### src/rtl/cpu_pkg.sv
// cpu_pkg
// Shared definitions for the RISC-CPU blocks (controller, memory, IR, PC).
// Holds the datapath widths, the fixed ISA opcode encoding, the names of
// the eight instruction-cycle phases and a helper that classifies opcodes
// which read an operand from memory and write the accumulator.
package cpu_pkg;

    localparam int OPC_W   = 3;
    localparam int PHASE_W = 3;

    localparam logic [OPC_W-1:0] OP_HLT = 3'd0;
    localparam logic [OPC_W-1:0] OP_SKZ = 3'd1;
    localparam logic [OPC_W-1:0] OP_ADD = 3'd2;
    localparam logic [OPC_W-1:0] OP_AND = 3'd3;
    localparam logic [OPC_W-1:0] OP_XOR = 3'd4;
    localparam logic [OPC_W-1:0] OP_LDA = 3'd5;
    localparam logic [OPC_W-1:0] OP_STO = 3'd6;
    localparam logic [OPC_W-1:0] OP_JMP = 3'd7;

    localparam logic [PHASE_W-1:0] PH_INST_ADDR  = 3'd0;
    localparam logic [PHASE_W-1:0] PH_INST_FETCH = 3'd1;
    localparam logic [PHASE_W-1:0] PH_INST_LOAD  = 3'd2;
    localparam logic [PHASE_W-1:0] PH_IDLE       = 3'd3;
    localparam logic [PHASE_W-1:0] PH_OP_ADDR    = 3'd4;
    localparam logic [PHASE_W-1:0] PH_OP_FETCH   = 3'd5;
    localparam logic [PHASE_W-1:0] PH_ALU_OP     = 3'd6;
    localparam logic [PHASE_W-1:0] PH_STORE      = 3'd7;

    // Opcodes that fetch a memory operand and load the accumulator.
    function automatic logic is_aluop(input logic [OPC_W-1:0] op);
        return (op == OP_ADD) || (op == OP_AND) || (op == OP_XOR) || (op == OP_LDA);
    endfunction

endpackage

### src/rtl/cpu_phase_counter.sv
// cpu_phase_counter
// Wrapping phase counter for the instruction cycle.
// Ports:
//   clk    - system clock, posedge triggered
//   rst_n  - asynchronous active-low clear to phase 0
//   hold   - when 1 the count keeps its value
//   count  - current phase, wraps from the last phase back to 0
module cpu_phase_counter
    import cpu_pkg::*;
(
    input  logic               clk,
    input  logic               rst_n,
    input  logic               hold,
    output logic [PHASE_W-1:0] count
);

    // The counter is exactly PHASE_W bits wide, so the wrap 7->0 is the
    // natural modulo overflow of the increment.
    always_ff @(posedge clk or negedge rst_n) begin
        if (!rst_n) begin
            count <= '0;
        end else if (!hold) begin
            count <= count + 1'b1;
        end
    end

endmodule

### src/rtl/cpu_controller.sv
// cpu_controller
// Sequencer for the RISC-CPU. Steps a fixed 8-phase instruction cycle and
// decodes the registered phase, the IR opcode and the ALU zero flag into the
// control strobes for memory, IR, PC, accumulator and data-bus driver.
// Ports:
//   clk, rst_n - clock and asynchronous active-low reset
//   opcode     - IR opcode field (used in phases 4-7)
//   zero       - accumulator-is-zero flag (used in phase 6)
//   sel        - memory address source: 1 = PC, 0 = IR operand
//   mem_rd     - memory read enable
//   mem_wr     - memory write enable
//   ld_ir      - load instruction register
//   inc_pc     - increment program counter
//   ld_pc      - load program counter from IR operand
//   ld_ac      - load accumulator from ALU
//   data_e     - drive accumulator onto the data bus
//   halt       - CPU halted (or about to halt in phase 4)
//   phase      - current phase, for trace
module cpu_controller
    import cpu_pkg::*;
(
    input  logic               clk,
    input  logic               rst_n,
    input  logic [OPC_W-1:0]   opcode,
    input  logic               zero,
    output logic               sel,
    output logic               mem_rd,
    output logic               mem_wr,
    output logic               ld_ir,
    output logic               inc_pc,
    output logic               ld_pc,
    output logic               ld_ac,
    output logic               data_e,
    output logic               halt,
    output logic [PHASE_W-1:0] phase
);

    logic halted;
    logic halt_now;
    logic aluop;

    // A HLT seen in OP_ADDR freezes the machine on the very edge that would
    // otherwise leave phase 4, so the counter must already hold on that edge.
    assign halt_now = (phase == PH_OP_ADDR) && (opcode == OP_HLT) && !halted;
    assign aluop    = is_aluop(opcode);

    cpu_phase_counter u_phase_counter (
        .clk   (clk),
        .rst_n (rst_n),
        .hold  (halted | halt_now),
        .count (phase)
    );

    // Sticky halt flag; only reset leaves the halted state.
    always_ff @(posedge clk or negedge rst_n) begin
        if (!rst_n) begin
            halted <= 1'b0;
        end else if (halt_now) begin
            halted <= 1'b1;
        end
    end

    // Strobe decode. The write-side strobes (mem_wr, data_e) only appear for
    // STO, which never asserts mem_rd in phases 5-7, keeping the bus safe.
    always_comb begin
        sel    = 1'b0;
        mem_rd = 1'b0;
        mem_wr = 1'b0;
        ld_ir  = 1'b0;
        inc_pc = 1'b0;
        ld_pc  = 1'b0;
        ld_ac  = 1'b0;
        data_e = 1'b0;
        halt   = 1'b0;

        case (phase)
            PH_INST_ADDR: begin
                sel = 1'b1;
            end
            PH_INST_FETCH: begin
                sel    = 1'b1;
                mem_rd = 1'b1;
            end
            PH_INST_LOAD, PH_IDLE: begin
                sel    = 1'b1;
                mem_rd = 1'b1;
                ld_ir  = 1'b1;
            end
            PH_OP_ADDR: begin
                inc_pc = 1'b1;
                halt   = (opcode == OP_HLT);
            end
            PH_OP_FETCH: begin
                mem_rd = aluop;
            end
            PH_ALU_OP: begin
                mem_rd = aluop;
                inc_pc = (opcode == OP_SKZ) && zero;
                ld_pc  = (opcode == OP_JMP);
                data_e = (opcode == OP_STO);
            end
            PH_STORE: begin
                mem_rd = aluop;
                inc_pc = (opcode == OP_JMP);
                ld_pc  = (opcode == OP_JMP);
                data_e = (opcode == OP_STO);
                ld_ac  = aluop;
                mem_wr = (opcode == OP_STO);
            end
            default: begin
                sel = 1'b0;
            end
        endcase

        // Once halted the phase sits at 4, whose normal decode would keep
        // bumping the PC; suppress everything except halt.
        if (halted) begin
            sel    = 1'b0;
            mem_rd = 1'b0;
            mem_wr = 1'b0;
            ld_ir  = 1'b0;
            inc_pc = 1'b0;
            ld_pc  = 1'b0;
            ld_ac  = 1'b0;
            data_e = 1'b0;
            halt   = 1'b1;
        end
    end

endmodule

### config.mk
export PLATFORM = sky130hd
export DESIGN_NAME = cpu_controller
export DESIGN_NICKNAME = d
export VERILOG_FILES = /design/src/rtl/cpu_pkg.sv /design/src/rtl/cpu_phase_counter.sv /design/src/rtl/cpu_controller.sv
export SDC_FILE = /design/constraint.sdc
export NUM_CORES = 1
export LEC_CHECK = 0
export ABC_AREA = 1
export ABC_CLOCK_PERIOD_IN_PS = 1400
export BUFFER_PORTS_ARGS = -buffer_cell sky130_fd_sc_hd__buf_2
export CORE_AREA = 2 2 39 41
export CTS_CLUSTER_DIAMETER = 120
export DETAILED_ROUTE_END_ITERATION = 10
export DIE_AREA = 0 0 41 43
export PLACE_DENSITY = 0.6
export SLEW_MARGIN = 10
export SYNTH_ARGS = -nofsm -noshare
export SYNTH_HDL_FRONTEND = slang
export SYNTH_HIERARCHICAL = 1
export SYNTH_SLANG_ARGS = --single-unit
export TNS_END_PERCENT = 100
### constraint.sdc
create_clock -name clk -period 1.4 [get_ports clk]
set_input_delay 0 -clock clk [delete_from_list [all_inputs] [get_ports clk]]
set_output_delay 0 -clock clk [all_outputs]
set_load 0.005 [all_outputs]
Word level (Yosys, flattened, before mapping)
Index checks and enable logic that the tools add are counted.
- flip-flop bits (word level): 4
- input bits: 6
- word-level logic and storage cells: 50
- add/subtract/negate cells: 1
- equal/unequal tests: 14
- mux-type cells: 18
- bitwise gates (word level): 1
- reductions and logical operators: 14
- operators with widths (operator ; number):
    $eq 3x3->1 const B ; 8
    $mux 1 ; 16
    $eq 3x2->1 const B ; 4
    $eq 3x1->1 const B ; 2
    $logic_not 3->1 ; 2
    $reduce_or 3->1 ; 2
    $reduce_or 2->1 ; 2
    $reduce_or 4->1 ; 1
    $add 3x1->3 const B ; 1
    $logic_and 1x1->1 ; 3
    $logic_or 1x1->1 ; 3
    $pmux 1 s3 ; 1
    $pmux 1 s2 ; 1
    $logic_not 1->1 ; 1
    $or 1x1->1 ; 1

Depth between registers and ports, before layout
- word-level depth: 6
- depth in mapped cells: 8

Hierarchy
Netlist, hierarchy kept.
- by module, submodules not included (module ; times used ; cells each ; area an instance (um^2) ; seq. area each (um^2)):
    cpu_controller ; 1 ; 37 ; 187.7 ; 25.0
    cpu_phase_counter ; 1 ; 15 ; 137.6 ; 75.1

Worst setup path before layout
No wires, ideal clock.
- path kind: register to register
- from: reg u_phase_counter.count[0]
- to: reg u_phase_counter.count[2]
- library setup time: 113 ps
- arrival time: 1418 ps
- slack: -131 ps
- cell stages (with the launch flop): 9
- cell sequence: dfrtp_1 inv_1 nand3_1 o31ai_1 inv_2 nand2_2 nand2_1 nand2_1 inv_1
- cells in the longest elaborated chain, start to end: 4
- RTL lines (what ; RTL line ; RTL):
    start, declared ; cpu_phase_counter.sv:14 ; output logic [PHASE_W-1:0] count
    start signal, assigned ; cpu_phase_counter.sv:23 ; count <= count + 1'b1;
    $eq 3x3->1 ; cpu_controller.sv:44 ; assign halt_now = (phase == PH_OP_ADDR) && (opcode == OP_HLT) && !halted;
    $logic_and 1x1->1 (2 in a row) ; cpu_controller.sv:44 ;
    $or 1x1->1 ; cpu_controller.sv:50 ; .hold (halted | halt_now),
Parallel ways exist; a longest one is shown, timed or not.
A chain may end at the register's enable or synchronous reset.

Worst setup path after layout
- from: reg u_phase_counter.count[1]
- to: out halt
- cells in the longest elaborated chain, start to end: 3
- RTL lines (what ; RTL line ; RTL):
    $eq 3x3->1 ; cpu_controller.sv:76 ; case (phase)
    $mux 1 ; cpu_controller.sv:76 ;
    $mux 1 ; cpu_controller.sv:117 ; if (halted) begin
    end, declared ; cpu_controller.sv:34 ; output logic halt,
Every way passes these cells.

==> flow_metrics.env <==
export IMPL_outcome="finished clean"
export IMPL_clk_pin_slew_worst_paths_ps=40
export IMPL_finalWirelength_um=913
export IMPL_synth_top_flop_cell="dfrtp_1"
export IMPL_synthToLayoutAreaGrowth_pct=59.2
export IMPL_antenna_cells=0
export IMPL_critical_path_class="reg -> out"
export IMPL_synth_distinct_cells=13
export IMPL_critPathTopFamily="buffers and inverters"
export IMPL_ioPinCount=18
export IMPL_period_share_pct=97.3
export IMPL_p_per_area_mw_per_mm2=559
export IMPL_clkSinkCount=4
export IMPL_cts_tree="done"
export IMPL_syn_area_sq_um=325
export IMPL_hpwl_um=661
export IMPL_firstDrtPassIters=4
export IMPL_grt_pass1_wl_mm=1.37
export IMPL_ys_warn_count=6
export IMPL_critical_path_buf_inv_count=3
export IMPL_whs_ps=40.8
export IMPL_synth_cells_most_frequent="15 x nand2_1, 10 x inv_1, 5 x nor2_1"
export IMPL_die_w_um=41
export IMPL_overflow=0
export IMPL_slowest_delay_ps=370
export IMPL_core_area_sq_mm=0.00138
export IMPL_drv_cap=0
export IMPL_postRouteAntennaNets=0
export IMPL_rsz0062_at_grt="true"
export IMPL_start_util_pct=23.5
export IMPL_die_h_um=43
export IMPL_portBuffers=17
export IMPL_cp_arrival_ps=1360
export IMPL_dr_first_iter_drc_count=9
export IMPL_vias=417
export IMPL_skew_ps=6.70
export IMPL_synth_most_common_cell="nand2_1"
export IMPL_grt_max_degree=10
export IMPL_cp_data_required_time_ps=1400
export IMPL_post_drt_via_cell_ratio=4.39
export IMPL_wl_per_cell_um=9.61
export IMPL_hp_class="in -> reg"
export IMPL_ys_ff_latch=4
export IMPL_place_ws_ps=128
export IMPL_grt_pass1_vias=352
export IMPL_end_kind="output pin"
export IMPL_yosysSeqAreaShare_pct=30.8
export IMPL_syn_instance_count=52
export IMPL_cts_root_buf="clkbuf_4"
export IMPL_critical_path_max_fanout=3
export IMPL_hold_viol=0
export IMPL_worstMarginPinSlew_ps=239
export IMPL_syn_nets=59
export IMPL_synth_area_per_cell_sq_um=6.26
export IMPL_grt_use_total_pct=11.5
export IMPL_nets=88
export IMPL_layout_setup_ws_ps=37.8
export IMPL_cts_buffers_inserted=3
export IMPL_synth_area_leaders="dfrtp_1 31%, nand2_1 17%, inv_1 12%"
export IMPL_finalCoreUtilization_pct=37.4
export IMPL_maxSlewViolCount=0
export IMPL_die_area_sq_mm=0.00176
export IMPL_clk_path_buf_depth=2
export IMPL_yosysTopAreaCellShare_pct=30.8
export IMPL_path_cells="inv_1 -> nand3_2 -> o31ai_2 -> buf_4 -> buf_2"
export IMPL_post_place_cells=89
export IMPL_drive_gt1_share_pct=40.5
export IMPL_cp_start_kind="register"
export IMPL_fin_crit_ps=1360
export IMPL_place_gp_congestion=0.801
export IMPL_yosys_area_top_type="dfrtp_1"
export IMPL_antenna_found_initial=0
export IMPL_finalSetupViolCount=0
export IMPL_slowest_stage="dfrtp_1"
export IMPL_fill_cells=158
export IMPL_drc=0
export IMPL_synth_edf_count=0
export IMPL_stdcell_count=95
export IMPL_rows=14
export IMPL_vdd_drop_max_v=0.000183
export IMPL_fmax_mhz=734
export IMPL_async_reset_ff_share_pct=100
export IMPL_p_leak_uw=0.000322
export IMPL_htreeDepth=1
export IMPL_clock_latency_ps=240
export IMPL_slew_headroom_pct=84.0
[metrics by stage]
| step | power, uW | cell area [sq um] | TNS, ps |
|---|---|---|---|
| final | 290 | 518 | 0 |
| after global routing | 308 | 518 | -46.0 |
| after CTS | 292 | 513 | 0 |
| after detailed placement | 143 | 465 | 0 |
| after global placement | 143 | 465 | 0 |
| after floorplan | 129 | 330 | 0 |
[cell usage in the layout, fill, tap and decap left out, drive strengths merged, types with 2 or more instances in the layout]
| cell | netlist | layout |
|---|---|---|
| clkbuf | 0 | 3 |
| o31ai | 2 | 2 |
| xnor2 | 2 | 2 |
| nor3 | 4 | 4 |
| nand2 | 17 | 17 |
| nand3 | 4 | 4 |
| dfrtp | 4 | 4 |
| inv | 11 | 11 |
| buf | 0 | 23 |
| nor2 | 5 | 5 |
[report_power, final]
group / switching [uW] / total (uW) / internal (uW)
logic: 16.5 / 28.2 / 11.7
registers: 0 / 116 / 116
clock network: 49.3 / 145 / 96.0
[layout make-up]
class                      instances  area (sq um)  area share, %
tap                               16          20.0           3.86
timing repair buffer              24           140           27.1
multi-input combinational         37           194           37.4
clock buffer                       3          22.5           4.35
sequential                         4           100           19.3
inverter                          11          41.3           7.97
[layer usage]
layer / GRT usage [%] / share of wire [%] / routed length [um]
met1: 14.1 / 44 / 404
met2: 17.5 / 51 / 466
met3: 0 / 3.6 / 33
met4: 10.0 / 0.88 / 8
met5: 0 / 0 / 0
[logic make-up (layout without fill, tap and decap cells)]
| kind of cell | Yosys count | in the layout | synth area share (%) |
|---|---|---|---|
| AND/OR/NAND/NOR | 31 | 31 | 41.2 |
| flip-flops | 4 | 4 | 30.8 |
| XOR/XNOR | 2 | 2 | 5.39 |
| adder cells (fa/ha/maj) | 1 | 1 | 3.85 |
| AO/OA/AOI/OAI | 3 | 3 | 6.15 |
| buffers and inverters | 11 | 38 | 12.7 |
[registers in the layout, summed over array words and instances, names as in the netlist]
signal                 count
halted                     1
u_phase_counter/count      3
[repair_timing]
| action | 4_1_cts | 5_1_grt |
|---|---|---|
| endpoints found under the setup margin | 1 | 2 |
| pin swaps | 1 | 1 |
| hold buffers | 1 | 0 |
| hold endpoints to repair | 4 | 0 |
| resized for setup | 0 | 2 |
| buffers inserted | 2 | 0 |
[worst register-to-register path, stage by stage, from the launching register on]
cell     delay (ps)
dfrtp_1         370
inv_1           110
nand3_2         120
o31ai_2         240
buf_4           160
inv_2            40
nand2_2          40
nand2_1          40
nand2_1          50
inv_1            30
[final timing paths]
path / startpoint / end / slack, ps / cells after the start
min in group asynchronous: rst_n / u_phase_counter/count[1]$_DFFE_PN0N_ / 100 / 2
worst min-delay path: opcode[2] / halted$_DFFE_PN0P_ / 40 / 2
worst max register to register: u_phase_counter/count[1]$_DFFE_PN0N_ / u_phase_counter/count[2]$_DFFE_PN0N_ / 90 / 9
max in group asynchronous: rst_n / u_phase_counter/count[2]$_DFFE_PN0N_ / 1170 / 2
worst min register to register: halted$_DFFE_PN0P_ / halted$_DFFE_PN0P_ / 580 / 2
worst max-delay path: u_phase_counter/count[1]$_DFFE_PN0N_ / halt / 40 / 5
No activity file was read; power rests on OpenSTA's default activity.
